### src/rtl/alu_pkg.sv
// Shared definitions for the 8-bit ALU datapath: select codes, widths,
// sequencer state encoding and the operand/result bundles.
package alu_pkg;

    localparam int DATA_W = 8;
    localparam int SEL_W  = 4;

    // Number of legal select codes; codes at or above this are illegal.
    localparam int DEF_NUM_OPS = 8;

    localparam logic [SEL_W-1:0] OP_ADD = 4'h0;
    localparam logic [SEL_W-1:0] OP_SUB = 4'h1;
    localparam logic [SEL_W-1:0] OP_AND = 4'h2;
    localparam logic [SEL_W-1:0] OP_OR  = 4'h3;
    localparam logic [SEL_W-1:0] OP_XOR = 4'h4;
    localparam logic [SEL_W-1:0] OP_NOT = 4'h5;
    localparam logic [SEL_W-1:0] OP_SHL = 4'h6;
    localparam logic [SEL_W-1:0] OP_SHR = 4'h7;

    typedef enum logic [1:0] {
        IDLE   = 2'd0,
        EXEC   = 2'd1,
        WAIT   = 2'd2,
        RESULT = 2'd3
    } seq_state_t;

    // Operands held for the ALU between accepts
    typedef struct packed {
        logic [DATA_W-1:0] a;
        logic [DATA_W-1:0] b;
        logic [SEL_W-1:0]  sel;
    } alu_req_t;

    // Captured result presented downstream
    typedef struct packed {
        logic [DATA_W-1:0] y;
        logic              zero;
        logic              neg;
        logic              err;
    } alu_rsp_t;

    // True when a select code names an implemented operation
    function automatic logic sel_is_legal(input logic [SEL_W-1:0] sel, input int num_ops);
        return int'(sel) < num_ops;
    endfunction

endpackage

### src/rtl/alu_flag_gen.sv
// Zero / negative flag derivation for an 8-bit two's-complement value.
module alu_flag_gen
    import alu_pkg::*;
(
    input  logic [DATA_W-1:0] value,
    output logic              zero,
    output logic              neg
);

    // Pure combinational decode; shared with the ALU result path
    always_comb begin
        zero = (value == '0);
        neg  = value[DATA_W-1];
    end

endmodule

### src/rtl/alu_op_sequencer.sv
// Sequences one ALU operation at a time: accept operands, strobe alu_do,
// wait a fixed ALU latency, capture Y with flags, hand the result off.
// Legal ops take LATENCY+2 cycles from accept to out_valid; illegal
// selects skip the ALU and report an error result one cycle after accept.
module alu_op_sequencer
    import alu_pkg::*;
#(
    parameter int LATENCY = 1,            // 1..7
    parameter int NUM_OPS = DEF_NUM_OPS
) (
    input  logic              clk,
    input  logic              reset,
    input  logic              in_valid,
    output logic              in_ready,
    input  logic [DATA_W-1:0] in_a,
    input  logic [DATA_W-1:0] in_b,
    input  logic [SEL_W-1:0]  in_sel,
    output logic [DATA_W-1:0] alu_a,
    output logic [DATA_W-1:0] alu_b,
    output logic [SEL_W-1:0]  alu_sel,
    output logic              alu_do,
    input  logic [DATA_W-1:0] alu_y,
    output logic              out_valid,
    input  logic              out_ready,
    output logic [DATA_W-1:0] out_y,
    output logic              out_zero,
    output logic              out_neg,
    output logic              out_err,
    output logic [7:0]        op_count
);

    localparam int               CNT_W     = 3;
    localparam logic [CNT_W-1:0] WAIT_LOAD = CNT_W'(LATENCY - 1);

    seq_state_t       state;
    logic [CNT_W-1:0] wait_cnt;
    alu_req_t         req_q;
    alu_rsp_t         rsp_q;
    logic             accept;
    logic             y_zero;
    logic             y_neg;

    alu_flag_gen u_flags (
        .value (alu_y),
        .zero  (y_zero),
        .neg   (y_neg)
    );

    // Ready is dropped during reset so nothing is taken on a reset edge
    assign in_ready = (state == IDLE) && !reset;
    assign accept   = in_valid && in_ready;

    assign alu_a    = req_q.a;
    assign alu_b    = req_q.b;
    assign alu_sel  = req_q.sel;
    assign out_y    = rsp_q.y;
    assign out_zero = rsp_q.zero;
    assign out_neg  = rsp_q.neg;
    assign out_err  = rsp_q.err;

    // Sequencer FSM with wait counter, result capture and op counter
    always_ff @(posedge clk) begin
        if (reset) begin
            state     <= IDLE;
            wait_cnt  <= '0;
            req_q     <= '0;
            rsp_q     <= '0;
            alu_do    <= 1'b0;
            out_valid <= 1'b0;
            op_count  <= '0;
        end else begin
            // Strobe is only ever raised for the single EXEC cycle
            alu_do <= 1'b0;
            unique case (state)
                IDLE: begin
                    if (accept) begin
                        req_q.a   <= in_a;
                        req_q.b   <= in_b;
                        req_q.sel <= in_sel;
                        if (sel_is_legal(in_sel, NUM_OPS)) begin
                            alu_do <= 1'b1;
                            state  <= EXEC;
                        end else begin
                            // Bypass the ALU entirely: zero result flagged as error
                            rsp_q.y    <= '0;
                            rsp_q.zero <= 1'b1;
                            rsp_q.neg  <= 1'b0;
                            rsp_q.err  <= 1'b1;
                            out_valid  <= 1'b1;
                            state      <= RESULT;
                        end
                    end
                end
                EXEC: begin
                    wait_cnt <= WAIT_LOAD;
                    state    <= WAIT;
                end
                WAIT: begin
                    if (wait_cnt != '0) begin
                        wait_cnt <= wait_cnt - 3'd1;
                    end else begin
                        rsp_q.y    <= alu_y;
                        rsp_q.zero <= y_zero;
                        rsp_q.neg  <= y_neg;
                        rsp_q.err  <= 1'b0;
                        out_valid  <= 1'b1;
                        state      <= RESULT;
                    end
                end
                RESULT: begin
                    if (out_ready) begin
                        out_valid <= 1'b0;
                        op_count  <= op_count + 8'd1;
                        state     <= IDLE;
                    end
                end
                default: state <= IDLE;
            endcase
        end
    end

endmodule

### config.mk
export PLATFORM = sky130hd
export DESIGN_NAME = alu_op_sequencer
export DESIGN_NICKNAME = d
export VERILOG_FILES = /design/src/rtl/alu_pkg.sv /design/src/rtl/alu_flag_gen.sv /design/src/rtl/alu_op_sequencer.sv
export SDC_FILE = /design/constraint.sdc
export NUM_CORES = 1
export LEC_CHECK = 0
export CAP_MARGIN = 20
export CORE_MARGIN = 3
export CORE_UTILIZATION = 47
export DETAILED_ROUTE_END_ITERATION = 8
export GPL_TIMING_DRIVEN = 0
export PLACE_DENSITY_LB_ADDON = 0.05
export SLEW_MARGIN = 5
export SYNTH_ARGS = -nofsm -noshare
export SYNTH_HDL_FRONTEND = slang
export SYNTH_SLANG_ARGS = --single-unit
### constraint.sdc
create_clock -name clk -period 3 [get_ports clk]
set_input_delay 0.45 -clock clk [delete_from_list [all_inputs] [get_ports clk]]
set_output_delay 0.45 -clock clk [all_outputs]
set_load 0.02 [all_outputs]
==> results of run 1 <==
==> through the flow <==
step                cell area [µm²]  hold slack (ns)  power [mW]
floorplan                      2000            0.484        1.24
global placement               2800            0.446        1.52
detailed placement             2800            0.457        1.53
CTS                            2880            0.469        1.89
global route                   2880            0.504        1.99
finish                         2880            0.467        1.86
==> report_power, final <==
part	total (mW)	leakage, nW	internal, mW	switching, mW
clock	0.355	0.0385	0.165	0.190
combinational	0.768	0.728	0.358	0.410
sequential	0.740	0.367	0.687	0.0535
==> synthesized netlist by cell type, drive strengths merged (2+ instances only) <==
cell | number | area, µm²
mux2i | 10 | 100
nor3 | 3 | 15.0
xnor2 | 3 | 26.3
nand2b | 4 | 27.5
nand3 | 4 | 20.0
o21ai | 2 | 10.0
and2 | 8 | 50.1
nand2 | 48 | 180
a21oi | 6 | 30.0
or3 | 2 | 12.5
dfxtp | 45 | 901
a211oi | 2 | 20.0
clkbuf | 4 | 15.0
nand3b | 19 | 143
ha | 8 | 100
nor4 | 3 | 18.8
a311oi | 2 | 23.8
nor2b | 2 | 12.5
xor2 | 2 | 17.5
inv | 8 | 30.0
nor2 | 23 | 96.4
buf | 7 | 43.8
==> flip-flops by register name, indices dropped and copies added, names as in the netlist <==
name and flops:
alu_a 8, alu_b 8, alu_do 1, alu_sel 4, op_count 8, out_err 1
out_valid 1, out_y 8, out_zero 1, state 2, wait_cnt 3
==> logic make-up (layout without fill, tap and decap cells) <==
kind of cell               count (synthesis)  after routing  synth area share, %
xor gates and xnor gates                   5              5                 2.19
and+or+nand+nor                          119            119                 30.5
adders and majority gates                  8              8                 5.00
AOI/OAI and AO/OA                         16             16                 7.31
DFF                                       45             45                 45.0
buffers and inverters                     19            100                 4.43
muxes                                     11             11                 5.56
==> per-layer routing <==
| layer | GRT usage, % | wire length (µm) | share of wire [%] | vias up |
|---|---|---|---|---|
| met4 | 5.01 | 46 | 1.1 | 0 |
| met2 | 28.3 | 1960 | 46 | 50 |
| met5 | 0 | 0 | 0 | - |
| li1 | - | - | - | 900 |
| met1 | 21.4 | 1900 | 45 | 764 |
| met3 | 6.45 | 359 | 8.4 | 6 |
==> worst min-delay path, delay by kind of cell (launching register included) <==
| kind | cells | cell delay [ns] |
|---|---|---|
| DFF | 1 | 0.32 |
| and+or+nand+nor | 1 | 0.05 |
| AOI/OAI and AO/OA | 1 | 0.05 |
==> worst max-delay path by stage <==
stage / startpoint / end / slack [ns] / cells past startpoint
4_1_cts: reset / in_ready / 0.36 / 5
3_5_place_dp: reset / in_ready / 0.36 / 5
6_report: reset / in_ready / 0.41 / 5
2_1_floorplan: state[0] / out_y[1] / 1.38 / 7
5_1_grt: reset / in_ready / 0.28 / 5
3_3_place_gp: reset / in_ready / 0.38 / 5
==> final cells by class <==
class | count | share of cell area [%]
multi-input cells | 159 | 35.2
flip-flops and latches | 45 | 31.3
repair buffers | 73 | 25.4
clock buffers | 7 | 2.65
well taps | 50 | 2.17
plain buffers | 11 | 2.04
inverters | 8 | 1.04
clock inverters | 1 | 0.261
==> run summary, run 1 <==
The tools report the kind of start point of the critical path as a primary input. The number of cells on the worst reg-to-reg path was 7. The floorplan step set the die height to 71.3 µm. The number of buffers and inverters on the critical path is 4. The final non-filler cell total is 354.

In this run, distinct cell masters in the synthesized netlist total 37. For this design the top-level I/O count stands at 74. Number of post-CTS setup repair buffers: 0. The via count of the first global-routing pass was 1,656. Measured against its own limit, the worst slew margin works out to 68.5%. Dividing the detail-routed via count by the number of cells gives 4.86.

Along the worst path, the maximum fanout reaches 10. The global placement routability congestion is 0.732, and the post-synth net total is 263. The violation count after the first detailed-route iteration was 65. STA classifies the critical path endpoint as an output pin.

The post-synthesis sequential element count is 45. Among cell families on the critical path, the largest total delay comes from buffers and inverters. The arrival time of the worst setup path was 2.14 ns.

Clock-pin slew was measured on the worst setup and hold paths at 0.08 ns. The total core area is 4060 µm². Setup repair after global routing left no endpoint under its margin. Buffers inserted to repair hold after CTS numbered 0. The layout has 334 filler cells. Compared with the post-synthesis result, the final layout area differs by 43.8%. The logs give 0 for the max-slew violation count and 0 ns for the accumulated negative setup slack.

For the critical path required time, the log shows 2.55 ns. At the later pin of the worst-skew pair, clock insertion delay measures 0.29 ns. The run finished with clean final reports. The power density of the placed cells was 647 nW/µm². Dividing the detail-routed wire length by the instance count gives 12.1 µm. VDD sags by at most 0.327 mV. At the pin with the least slew margin, the transition time is 0.472 ns. Clock tree synthesis inserted a total of 5 buffers. Based on the critical path, the design can be clocked at up to 387 MHz. The first TritonRoute pass finished after 4 iterations. Worst-case hold path end point: alu_sel[3]. The number of antenna violations at the first check in global routing came out at 0.

The cell area that synthesis handed to floorplanning was 2000 µm². Sequential elements use 45.0% of the synthesized area. Max-cap violations in this run came to 0. The cell sitting at the root of the clock tree is a sky130_fd_sc_hd__clkbuf_8. Across every metal layer, demand over resource in global routing totals 17.3%.

The number of synthesized flops with an enable pin is 0. The cell seen most often among critical-path stages was sky130_fd_sc_hd__clkdlybuf4s50_1. The initial utilization of the core area, before any placement, comes to 49.4%. The worst path in the final design needs a cycle of 2.59 ns, including I/O delays and setup. The slowest stage of the critical path is the sky130_fd_sc_hd__clkdlybuf4s50_1 cell. In this run the worst hold path is classified as register to register.

In the final layout, the multi-input gates occupy 1010 µm². The main flop type after synthesis was sky130_fd_sc_hd__dfxtp_1. After layout, the worst path uses 86.2% of the clock period.

Counting tap cells, the placed design contains a total of 346 instances. The critical path's largest stage delay is 0.56 ns, and the setup slack after placement is 0.365 ns. After detailed routing, the total wire length is 4270 µm. The library cell used most frequently in the layout, excluding fill and tap cells, is sky130_fd_sc_hd__clkdlybuf4s50_1. Entering global routing, the biggest net connects 14 pins. In this run the tool buffered the top-level ports with 73 buffer cells.

TritonCTS built the clock tree. The fraction of registers with async set/reset came out at 0%. The run gives 901 µm² as the area occupied by registers. The synthesized instance count was 223; the cell depth of the worst hold path was 2.

The tools report the global-route congestion overflow total as 0. Start point of the worst min-delay path: alu_sel[3]. The top cell types in the final layout, fill and taps aside, are sky130_fd_sc_hd__clkdlybuf4s50_1 (73), sky130_fd_sc_hd__nand2_1 (48), sky130_fd_sc_hd__dfxtp_1 (45).

The count of nets left with antenna violations once routing finished came out at 0. The worst register-to-register path ends at out_y[6]. The wire length of the first global-routing pass was 7210 µm. The die covers 5080 µm². Dividing the synthesized area by the synthesized cell count gives 8.98 µm².

The total number of H-tree levels came out at 2. Cells fill 71.0% of the core in the end. For the setup skew after layout, the log shows 0.00485 ns.

Horizontal extent of the die: 71.3 µm. The tools report the total clock sinks as 45. Startpoint-to-endpoint class of the critical path: primary input to output pin.

Summing over every cut layer, the via total after detailed routing is 1,720. The number of gates resized after CTS was 0. The worst path meets setup with 0.414 ns of slack. Number of core rows: 23. The worst register-to-register path begins at state[0]. The logs give 0 for the final hold violation count and 0 for the count of antenna diodes in the layout. Walking the worst path, the cells encountered are clkdlybuf4s50_1 -> buf_2 -> clkbuf_1 -> nor2_1 -> clkdlybuf4s50_1. For flop-to-flop paths, the worst setup slack is 1.19 ns.

Setup violations remaining at the end of the flow were counted as 0. Cells with a size suffix above 1 make up 7.24% of the layout. The Yosys step of the flow raised 0 warnings. Summed over all nets, the half-perimeter wirelength after detailed placement is 3230 µm. Summed over all cells, the static leakage comes to 1.13 nW. The count of nets after finishing is 343. After detailed routing, the number of remaining DRC violations is 0. The buffer depth of the longest clock path was 2.
(Power assumes the default switching activity.)
==> run 2, diff against run 1 <==
--- a/config.mk
+++ b/config.mk
@@ -8,9 +8,11 @@
 export CAP_MARGIN = 20
 export CORE_MARGIN = 3
 export CORE_UTILIZATION = 47
+export CTS_BUF_LIST = sky130_fd_sc_hd__clkbuf_4 sky130_fd_sc_hd__clkbuf_8 sky130_fd_sc_hd__clkbuf_16
 export DETAILED_ROUTE_END_ITERATION = 8
 export GPL_TIMING_DRIVEN = 0
 export PLACE_DENSITY_LB_ADDON = 0.05
+export RECOVER_POWER = 50
 export SLEW_MARGIN = 5
 export SYNTH_ARGS = -nofsm -noshare
 export SYNTH_HDL_FRONTEND = slang
==> run 2 against run 1 <==
  * Clock skew increased by 0.00098 ns
  * Fmax decreased by 3.6%
  * Combinational power fell by 7.0%
  * First-iteration DRC count grew 37%
  * Worst setup slack got worse by 0.096 ns
  * Count of clock-buffer cells in the layout unchanged
  * Clock power up 5%
  * Worst hold slack got worse by 0.0066 ns
  * Sequential power about the same
  * Die area stayed put
  * Global-route usage up 0.26 points
  * Largest cell class unchanged
  * Largest power group is now registers
  * Power down 2.0%
==> run summary, run 2 (synthesis gave the netlist of run 1 again) <==
In this run the most critical hold path is launched from alu_sel[3]. The count of max-cap constraint violations came out at 0. In this run, post-CTS repair resized a total of 0 instances. At the end of routability-driven placement, the weighted congestion stood at 0.732. The average wire length per cell after detail routing is 12.2 µm.

The startpoint-to-endpoint class of the critical path is primary input to output pin. After detailed routing, the number of remaining DRC violations is 0. The run gives 4 as the number of detailed-routing iterations run before antenna repair. The count of antenna diodes in the layout is 0.

In the routed layout, each cell is associated on average with a via count of 4.86. Counting the buffers created by CTS gives 5. Top routing layer in use: met4.

For the worst setup path, the data arrival time is 2.23 ns. Detailed-route wire length: 4330 µm. In the layout the commonest cells are sky130_fd_sc_hd__nand2_1 (48), sky130_fd_sc_hd__dfxtp_1 (45), sky130_fd_sc_hd__clkdlybuf4s50_1 (44). The initial cell density of the core came out at 49.4%. In this run the clock root is driven by a sky130_fd_sc_hd__clkbuf_8. Of the cells placed in the final design, the portion with a size suffix greater than 1 is 6.58%. At the worst endpoint, the required time is 2.55 ns.

The run finished with clean final reports. Entering global routing, the biggest net connects 14 pins. For the via count of the first global-routing pass, the log shows 1,671. The min-delay analysis places its worst path in the category register to register.

The full die area was 5080 µm²; the wire length of the first global-routing pass was 7310 µm. HPWL after detailed placement: 3230 µm. Leaving out fill and tap cells, the most frequent cell in the layout is sky130_fd_sc_hd__nand2_1.

The tools report the via count as 1,721. The horizontal extent of the die is 71.3 µm. The met1 routed wirelength after detailed routing is 1930 µm. The run gives 0 as the antenna violation net count after detailed routing. Maximum operating frequency: 373 MHz. STA classifies the critical path endpoint as an output pin. The count of input and output buffers is 73, and the setup skew after layout is 0.00583 ns. The latest clock arrival within the worst-skew pair came out at 0.29 ns. The number of ports placed on the die boundary was 74. The number of antenna violations at the first check in global routing came out at 0. The tools report the reported leakage power as 1.22 nW. The relative max-transition margin was 58.6%.

The tools report the total clock sinks as 45. Biggest fanout along the worst timing path: 10. The max-slew violation count was 0; the count of nets after finishing was 343. Wire segments on met3 add up to 352 µm in the final route. The worst setup path is launched from a primary input. For this run the aggregate overflow at the end of global routing stands at 0. Across every metal layer, demand over resource in global routing totals 17.6%.

Compared with the post-synthesis result, the final layout area differs by 42.4%. Clock-pin slew was measured on the worst setup and hold paths at 0.08 ns. Final hold violation count: 0. The H-tree was split into 2 levels.

Buffers added to address setup during post-CTS repair amount to 0. The slew at the pin with the worst max-slew slack is 0.622 ns. Number of buffers inserted by hold repair at cts: 0.

The maximum ir drop on the vdd rail is 0.326 mV, and the time the worst path needs with I/O delays and setup is 2.68 ns. TritonCTS built the clock tree. In the finished design, the share of the clock period the worst path needs comes to 89.4%. The routed design uses 1990 µm of met2 wire.

The logs give 0 ns for the accumulated negative setup slack and 23 for the number of core rows. For this block, the initial DRC count from the detailed router was 89. Setup repair after global routing left no endpoint under its margin. Startpoint of the most critical register-to-register path: state[0]. Setup-violating endpoint count in the final report: 0. Cells fill 70.3% of the core in the end.

Tracing the worst setup path back leads to its startpoint at reset. The power density of the placed cells was 640 nW/µm². The clock passes through at most 2 buffers.

The vertical die dimension was 71.3 µm; the total core area was 4060 µm².
[run 2: final timing paths]
kind | end | slack [ns] | cells past startpoint
setup / recovery | in_ready | 0.32 | 5
hold / removal | alu_sel[3] | 0.46 | 2
setup reg to reg | out_y[6] | 1.08 | 7
hold reg to reg | alu_sel[3] | 0.46 | 2
[run 2: worst max-delay path, cell delays in order]
cell and delay, ns:
sky130_fd_sc_hd__dlygate4sd3_1 0.54, sky130_fd_sc_hd__buf_2 0.20, sky130_fd_sc_hd__clkbuf_1 0.41, sky130_fd_sc_hd__nor2_1 0.07
sky130_fd_sc_hd__clkdlybuf4s50_1 0.56
[run 2: per-layer routing]
layer  global-route usage [%]  vias up
met3                     6.45        6
met4                     5.01        0
met1                     21.5      768
met5                        0        -
met2                     29.1       48
li1                         -      899
[run 2: area by class of cell]
| class | instances | area [µm²] |
|---|---|---|
| plain buffers | 11 | 57.6 |
| well taps | 50 | 62.6 |
| flip-flops and latches | 45 | 901 |
| fillers | 340 | 1200 |
| multi-input cells | 159 | 980 |
| repair buffers | 73 | 731 |
| inverters | 8 | 30.0 |
| clock inverters | 1 | 7.51 |
| clock buffers | 7 | 83.8 |
[run 2: through the flow]
stage	cell area, µm²	setup WS (ns)	power, mW	cells	hold WS, ns
2_1_floorplan	2000	1.38	1.24	223	0.484
3_3_place_gp	2800	0.377	1.52	346	0.446
3_5_place_dp	2800	0.365	1.53	346	0.457
4_1_cts	2890	0.361	1.91	354	0.470
5_1_grt	2850	0.212	1.95	354	0.501
6_report	2850	0.319	1.83	354	0.461
[run 2: power by group]
part           switching, mW  internal (mW)
Combinational          0.395          0.319
Sequential            0.0516          0.687
Clock                  0.191          0.183
